$ cat src/rtl/mul8_pkg.sv
// Shared types and step tables for the nibble-serial 8x8 multiplier.
package mul8_pkg;

  typedef enum logic [1:0] {
    IDLE = 2'd0,
    RUN  = 2'd1,
    HOLD = 2'd2
  } state_t;

  localparam int NUM_STEPS = 4;

  localparam logic [3:0] SHIFT0 = 4'd0;
  localparam logic [3:0] SHIFT1 = 4'd4;
  localparam logic [3:0] SHIFT2 = 4'd4;
  localparam logic [3:0] SHIFT3 = 4'd8;

  typedef struct packed {
    logic a_hi;
    logic b_hi;
  } nib_sel_t;

  function automatic nib_sel_t step_sel(
    input logic [1:0] s
  );
    nib_sel_t r;
    r.a_hi = s[0];
    r.b_hi = s[1];
    return r;
  endfunction

  function automatic logic [3:0] step_shift(
    input logic [1:0] s
  );
    logic [3:0] r;
    unique case (s)
      2'd0: r = SHIFT0;
      2'd1: r = SHIFT1;
      2'd2: r = SHIFT2;
      2'd3: r = SHIFT3;
    endcase
    return r;
  endfunction

  // Lowest active step, 0 when the mask is empty.
  function automatic logic [1:0] first_step(
    input logic [3:0] mask
  );
    logic [1:0] r;
    r = 2'd0;
    for (int i = NUM_STEPS - 1; i >= 0; i--)
      if (mask[i]) r = 2'(i);
    return r;
  endfunction

  // {found, index} of the next active step after cur.
  function automatic logic [2:0] next_step(
    input logic [3:0] mask,
    input logic [1:0] cur
  );
    logic [2:0] r;
    r = 3'd0;
    for (int i = NUM_STEPS - 1; i >= 0; i--)
      if (mask[i] && (i > int'(cur)))
        r = {1'b1, 2'(i)};
    return r;
  endfunction

endpackage

$ cat src/rtl/mul8_nibble_seq_mul4x4_array.sv
// Combinational 4x4 unsigned array multiplier.
// Rows of partial products summed by ripple full-adder chains.
module mul4x4_array (
  input  logic [3:0] m,
  input  logic [3:0] q,
  output logic [7:0] p
);

  logic [7:0] sum;
  logic [7:0] row;
  logic [7:0] nxt;
  logic       c;

  always_comb begin
    sum = 8'h00;
    row = 8'h00;
    nxt = 8'h00;
    c   = 1'b0;
    for (int i = 0; i < 4; i++) begin
      row = {4'h0, m & {4{q[i]}}} << i;
      c   = 1'b0;
      for (int k = 0; k < 8; k++) begin
        nxt[k] = sum[k] ^ row[k] ^ c;
        c = (sum[k] & row[k]) |
            (c & (sum[k] ^ row[k]));
      end
      sum = nxt;
    end
    p = sum;
  end

endmodule

$ cat src/rtl/mul8_nibble_seq.sv
// Nibble-serial 8x8 multiplier sequencer over one shared 4x4 array.
// Optional ZERO_SKIP_EN skips steps whose nibble pair contains a zero.
module mul8_nibble_seq
  import mul8_pkg::*;
#(
  parameter bit CLR_ON_POP = 1'b1
) (
  input  logic        clk,
  input  logic        rst_n,
  input  logic        in_valid,
  output logic        in_ready,
  input  logic [7:0]  a,
  input  logic [7:0]  b,
  output logic        out_valid,
  input  logic        out_ready,
  output logic [15:0] product,
  output logic        busy
);

  state_t      state_q, state_d;
  logic [7:0]  a_q, a_d;
  logic [7:0]  b_q, b_d;
  logic [1:0]  step_q, step_d;
  logic [3:0]  mask_q, mask_d;
  logic [15:0] acc_q, acc_d;

  nib_sel_t    sel;
  logic [3:0]  nib_m, nib_q;
  logic [7:0]  pp;
  logic [15:0] pp_ext;
  logic [2:0]  nxt;

  function automatic logic [3:0] calc_mask(
    input logic [7:0] x,
    input logic [7:0] y
  );
`ifdef ZERO_SKIP_EN
    logic [3:0] r;
    r[0] = (|x[3:0]) & (|y[3:0]);
    r[1] = (|x[7:4]) & (|y[3:0]);
    r[2] = (|x[3:0]) & (|y[7:4]);
    r[3] = (|x[7:4]) & (|y[7:4]);
    return r;
`else
    return 4'hF | {4{x[0] & 1'b0}} | {4{y[0] & 1'b0}};
`endif
  endfunction

  assign sel   = step_sel(step_q);
  assign nib_m = sel.a_hi ? a_q[7:4] : a_q[3:0];
  assign nib_q = sel.b_hi ? b_q[7:4] : b_q[3:0];

  mul4x4_array u_arr (
    .m (nib_m),
    .q (nib_q),
    .p (pp)
  );

  assign pp_ext = {8'h00, pp} << step_shift(step_q);
  assign nxt    = next_step(mask_q, step_q);

  always_comb begin
    state_d = state_q;
    a_d     = a_q;
    b_d     = b_q;
    step_d  = step_q;
    mask_d  = mask_q;
    acc_d   = acc_q;
    unique case (state_q)
      IDLE: begin
        if (in_valid) begin
          a_d     = a;
          b_d     = b;
          acc_d   = 16'h0000;
          mask_d  = calc_mask(a, b);
          step_d  = first_step(mask_d);
          state_d = RUN;
        end
      end
      RUN: begin
        if (mask_q[step_q])
          acc_d = acc_q + pp_ext;
        if (nxt[2]) begin
          step_d = nxt[1:0];
        end else begin
          step_d  = 2'd0;
          state_d = HOLD;
        end
      end
      HOLD: begin
        if (out_ready) begin
          state_d = IDLE;
          if (CLR_ON_POP) acc_d = 16'h0000;
        end
      end
      default: state_d = IDLE;
    endcase
  end

  always_ff @(posedge clk) begin
    if (!rst_n) begin
      state_q <= IDLE;
      a_q     <= 8'h00;
      b_q     <= 8'h00;
      step_q  <= 2'd0;
      mask_q  <= 4'h0;
      acc_q   <= 16'h0000;
    end else begin
      state_q <= state_d;
      a_q     <= a_d;
      b_q     <= b_d;
      step_q  <= step_d;
      mask_q  <= mask_d;
      acc_q   <= acc_d;
    end
  end

  assign in_ready  = (state_q == IDLE);
  assign busy      = (state_q == RUN);
  assign out_valid = (state_q == HOLD);
  assign product   = acc_q;

endmodule
$ cat config.mk
export PLATFORM = sky130hd
export DESIGN_NAME = mul8_nibble_seq
export DESIGN_NICKNAME = d
export VERILOG_FILES = /design/src/rtl/mul8_pkg.sv /design/src/rtl/mul8_nibble_seq_mul4x4_array.sv /design/src/rtl/mul8_nibble_seq.sv
export SDC_FILE = /design/constraint.sdc
export NUM_CORES = 1
export LEC_CHECK = 0
export ABC_AREA = 1
export CAP_MARGIN = 20
export CORE_MARGIN = 2
export CORE_UTILIZATION = 50
export DETAILED_ROUTE_END_ITERATION = 8
export GPL_TIMING_DRIVEN = 0
export HOLD_SLACK_MARGIN = 0.02
export PLACE_DENSITY = 0.76
export SYNTH_ARGS = -nofsm -noshare
export SYNTH_HDL_FRONTEND = slang
export SYNTH_SLANG_ARGS = --single-unit
$ cat constraint.sdc
create_clock -name clk -period 5.36 [get_ports clk]
set_clock_uncertainty 0.2 [all_clocks]
set_input_delay 1.608 -clock clk [delete_from_list [all_inputs] [get_ports clk]]
set_output_delay 1.608 -clock clk [all_outputs]
set_load 0.1 [all_outputs]
==> impl_metrics.toml <==
[power_and_ir_drop]
peakVddDrop_mv = 0.1512
p_per_area_nw_per_um2 = 183.1
power_mw = 0.7301
p_leak_nw = 1.741

[routing]
wl_mm = 8.106
postRouteAntennaNets = 0
vias = 2958
vias_per_cell = 5.226
drt_iter0_drc = 283
wl_per_cell_um = 14.32
drt_first_pass_iters = 4
drc = 0

[synthesis]
syn-num-nets = 491
netlist_instances = 440
synth_xor_area_share_pct = 0.5975
synthDistinctLibCells = 30
ys_ff_latch = 37
synth_compound_area_share_pct = 11.65
syn_area_per_cell_um2 = 6.663
yosys.area_share.simple_pct = 34.96
synthAdderAreaFrac_pct = 15.54
ys.warnings.count = 0
muxShareOfSynthArea_pct = 2.049
ys_seq_area_share_pct = 25.27
synth_top_family_by_area = "simple AND/OR/NAND/NOR gates"
netlist_area_um2 = 2932

[setup_path]
worst-path-stages = 28
start_kind = "flop"
path_class = "reg -> reg"
r2r_start = "step_q[0]"
crit_top_cell = "inv_2"
ff2ff_path_depth = 28
critPathRequiredTime_ns = 5.34
cp_data_arrival_time_ns = 5.33
endpoint = "product[13]"
rrSetupSlack_ns = 0.01
cp_max_fo = 7
slowest_stage = "fa_2"
reg2reg_to = "product[13]"
path_delay_family = "adder cells"
cp-end-kind = "flop"
setup.worst_path.start = "step_q[0]"
slowest_delay_ns = 0.55
path_buf_inv = 6

[die]
die_height_um = 80.57
initial_core_util_pct = 52.59
fp-row-count = 27
die-width_um = 80.57
core_um2 = 5574
io_pins = 39
die-area_um2 = 6492

[global_route]
globalRouteTotalUtil_pct = 25.80
grt_pass1_vias = 2881
grt_max_degree = 15
grt_antenna_before_repair = 0
overflow = 0
grt_pass1_wl_mm = 12.96

[clocking]
root_buffer = "clkbuf_8"
cts-buffers-inserted = 5
clk_pin_slew_ns = 0.09
clock_latency_ns = 0.31
htreeDepth = 2
cts_tree = "yes"
cts_buffer_depth = 2
clock_sinks = 37

[sta]
relSlewSlack_pct = 33.75
setup_violations = 0
tightest_slew_ns = 0.9907
hold_viol = 0
rsz0062_at_grt = "true"
period_needed_ns = 5.349
max_freq_mhz = 186.9
maxSlewViolCount = 0
finalCritPeriodShare_pct = 99.80

[layout]
finalNetCount = 544
fin_area_um2 = 3988
flow.area_growth_from_synthesis_pct = 36.02
drive_gt1_share_pct = 29.96
diodes = 0
layout_commonest_cell = "nand2_1"
final_cell_mix = "nand2_1, nor2_1, inv_1"

[placement]
gp_congestion = 0.9037
dp_hpwl_mm = 5.665
io_buffers = 38
placed_area_um2 = 3416

[flow_run]
maxCapViolCount = 0

[status]
status = "complete, no violations"

[hold_path]
min_path_type = "reg -> reg"
routing by layer:
layer	routed length (um)	track usage, %	up-vias	share of wire, %
li1	-	-	1492	-
met1	3530	32.71	1366	44
met2	4038	45.17	89	50
met3	421	4.157	11	5.2
met4	116	6.949	0	1.4
met5	0	0	-	0
worst min path at each step:
stage / end / startpoint / slack [ns] / cells after the start
after floorplan: a_q[7] / a_q[7] / 0.25 / 2
after global routing: product[2] / product[2] / 0.31 / 2
after detailed placement: a_q[3] / a_q[3] / 0.27 / 2
final: a_q[3] / a_q[3] / 0.29 / 2
after CTS: a_q[3] / a_q[3] / 0.29 / 2
after global placement: a_q[7] / a_q[7] / 0.26 / 2
tightest hold or removal path: stages (launching register included):
cell and delay, ns:
dfxtp_1 0.33, nor2_1 0.04, nor2_1 0.08
repair_timing:
action,in CTS,in global routing
resized for setup,62,53
setup endpoints to repair,10,10
hold buffers,0,0
buffers inserted,7,3
pin swaps,26,32
cells by family (layout without fill, tap and decap cells):
family	after synthesis	count (layout)
AO/OA/AOI/OAI	61	61
XOR/XNOR	2	2
adder cells (fa/ha/maj)	31	31
buffers and inverters	70	124
flip-flops	37	37
multiplexers	6	6
AND/OR/NAND/NOR	233	233
registers in the layout, summed over array words and instances (netlist names):
register and count:
b_q 8, a_q 8, product 16, mask_q 1
state_q 2, step_q 2
synthesized netlist by cell type:
| cell type | n | share of area [%] |
|---|---|---|
| nand2_1 | 105 | 13 |
| nor2_1 | 66 | 8.5 |
| inv_1 | 55 | 7.0 |
| dfxtp_1 | 37 | 25 |
| o21ai_0 | 26 | 4.4 |
| a21oi_1 | 24 | 4.1 |
| ha_1 | 22 | 9.4 |
| nand3_1 | 22 | 3.8 |
| or2_2 | 13 | 2.8 |
| a21oi_2 | 9 | 2.7 |
| fa_1 | 9 | 6.1 |
| nand2_2 | 8 | 1.7 |
| mux2i_1 | 6 | 2.0 |
| clkbuf_1 | 5 | 0.64 |
| inv_2 | 4 | 0.51 |
| nand3b_1 | 4 | 1.0 |
| nor3_1 | 4 | 0.68 |
| buf_6 | 3 | 1.2 |
| nand4_1 | 3 | 0.64 |
| buf_2 | 2 | 0.34 |
| or2_0 | 2 | 0.43 |
| or2_1 | 2 | 0.43 |
| xnor2_1 | 2 | 0.60 |
| a21boi_1 | 1 | 0.26 |
| buf_4 | 1 | 0.26 |
| nand3_2 | 1 | 0.34 |
| nor2_2 | 1 | 0.21 |
| nor2_4 | 1 | 0.38 |
| nor2_8 | 1 | 0.68 |
| o21ai_1 | 1 | 0.17 |
area by class of cell:
| type | count | area, um^2 |
|---|---|---|
| multi-input cells | 333 | 2318 |
| fillers | 447 | 1587 |
| plain buffers | 9 | 53.80 |
| well taps | 72 | 90.09 |
| inverters | 59 | 224.0 |
| flip-flops and latches | 37 | 748.2 |
| clock inverters | 3 | 25.02 |
| clock buffers | 5 | 68.82 |
| repair buffers | 48 | 459.2 |
power by group:
group / leakage (nW) / internal [mW] / switching (mW) / total, mW
sequential: 0.304 / 0.289 / 0.0146 / 0.304
combinational: 1.39 / 0.0814 / 0.127 / 0.208
clock: 0.0447 / 0.0940 / 0.124 / 0.218
metrics by stage:
stage	hold slack, ns	instances	worst slack [ns]	util, %	TNS [ns]
2_1_floorplan	0.2472	440	0.02723	-	0
3_3_place_gp	0.2559	550	-0.4472	61.28	-3.280
3_5_place_dp	0.2693	550	-0.5909	61.28	-4.296
4_1_cts	0.2897	565	-0.2069	67.79	-1.316
5_1_grt	0.3083	566	-0.2288	71.54	-1.465
6_report	0.2873	566	0.01050	71.54	0
Power figures use the tool's default switching activity.
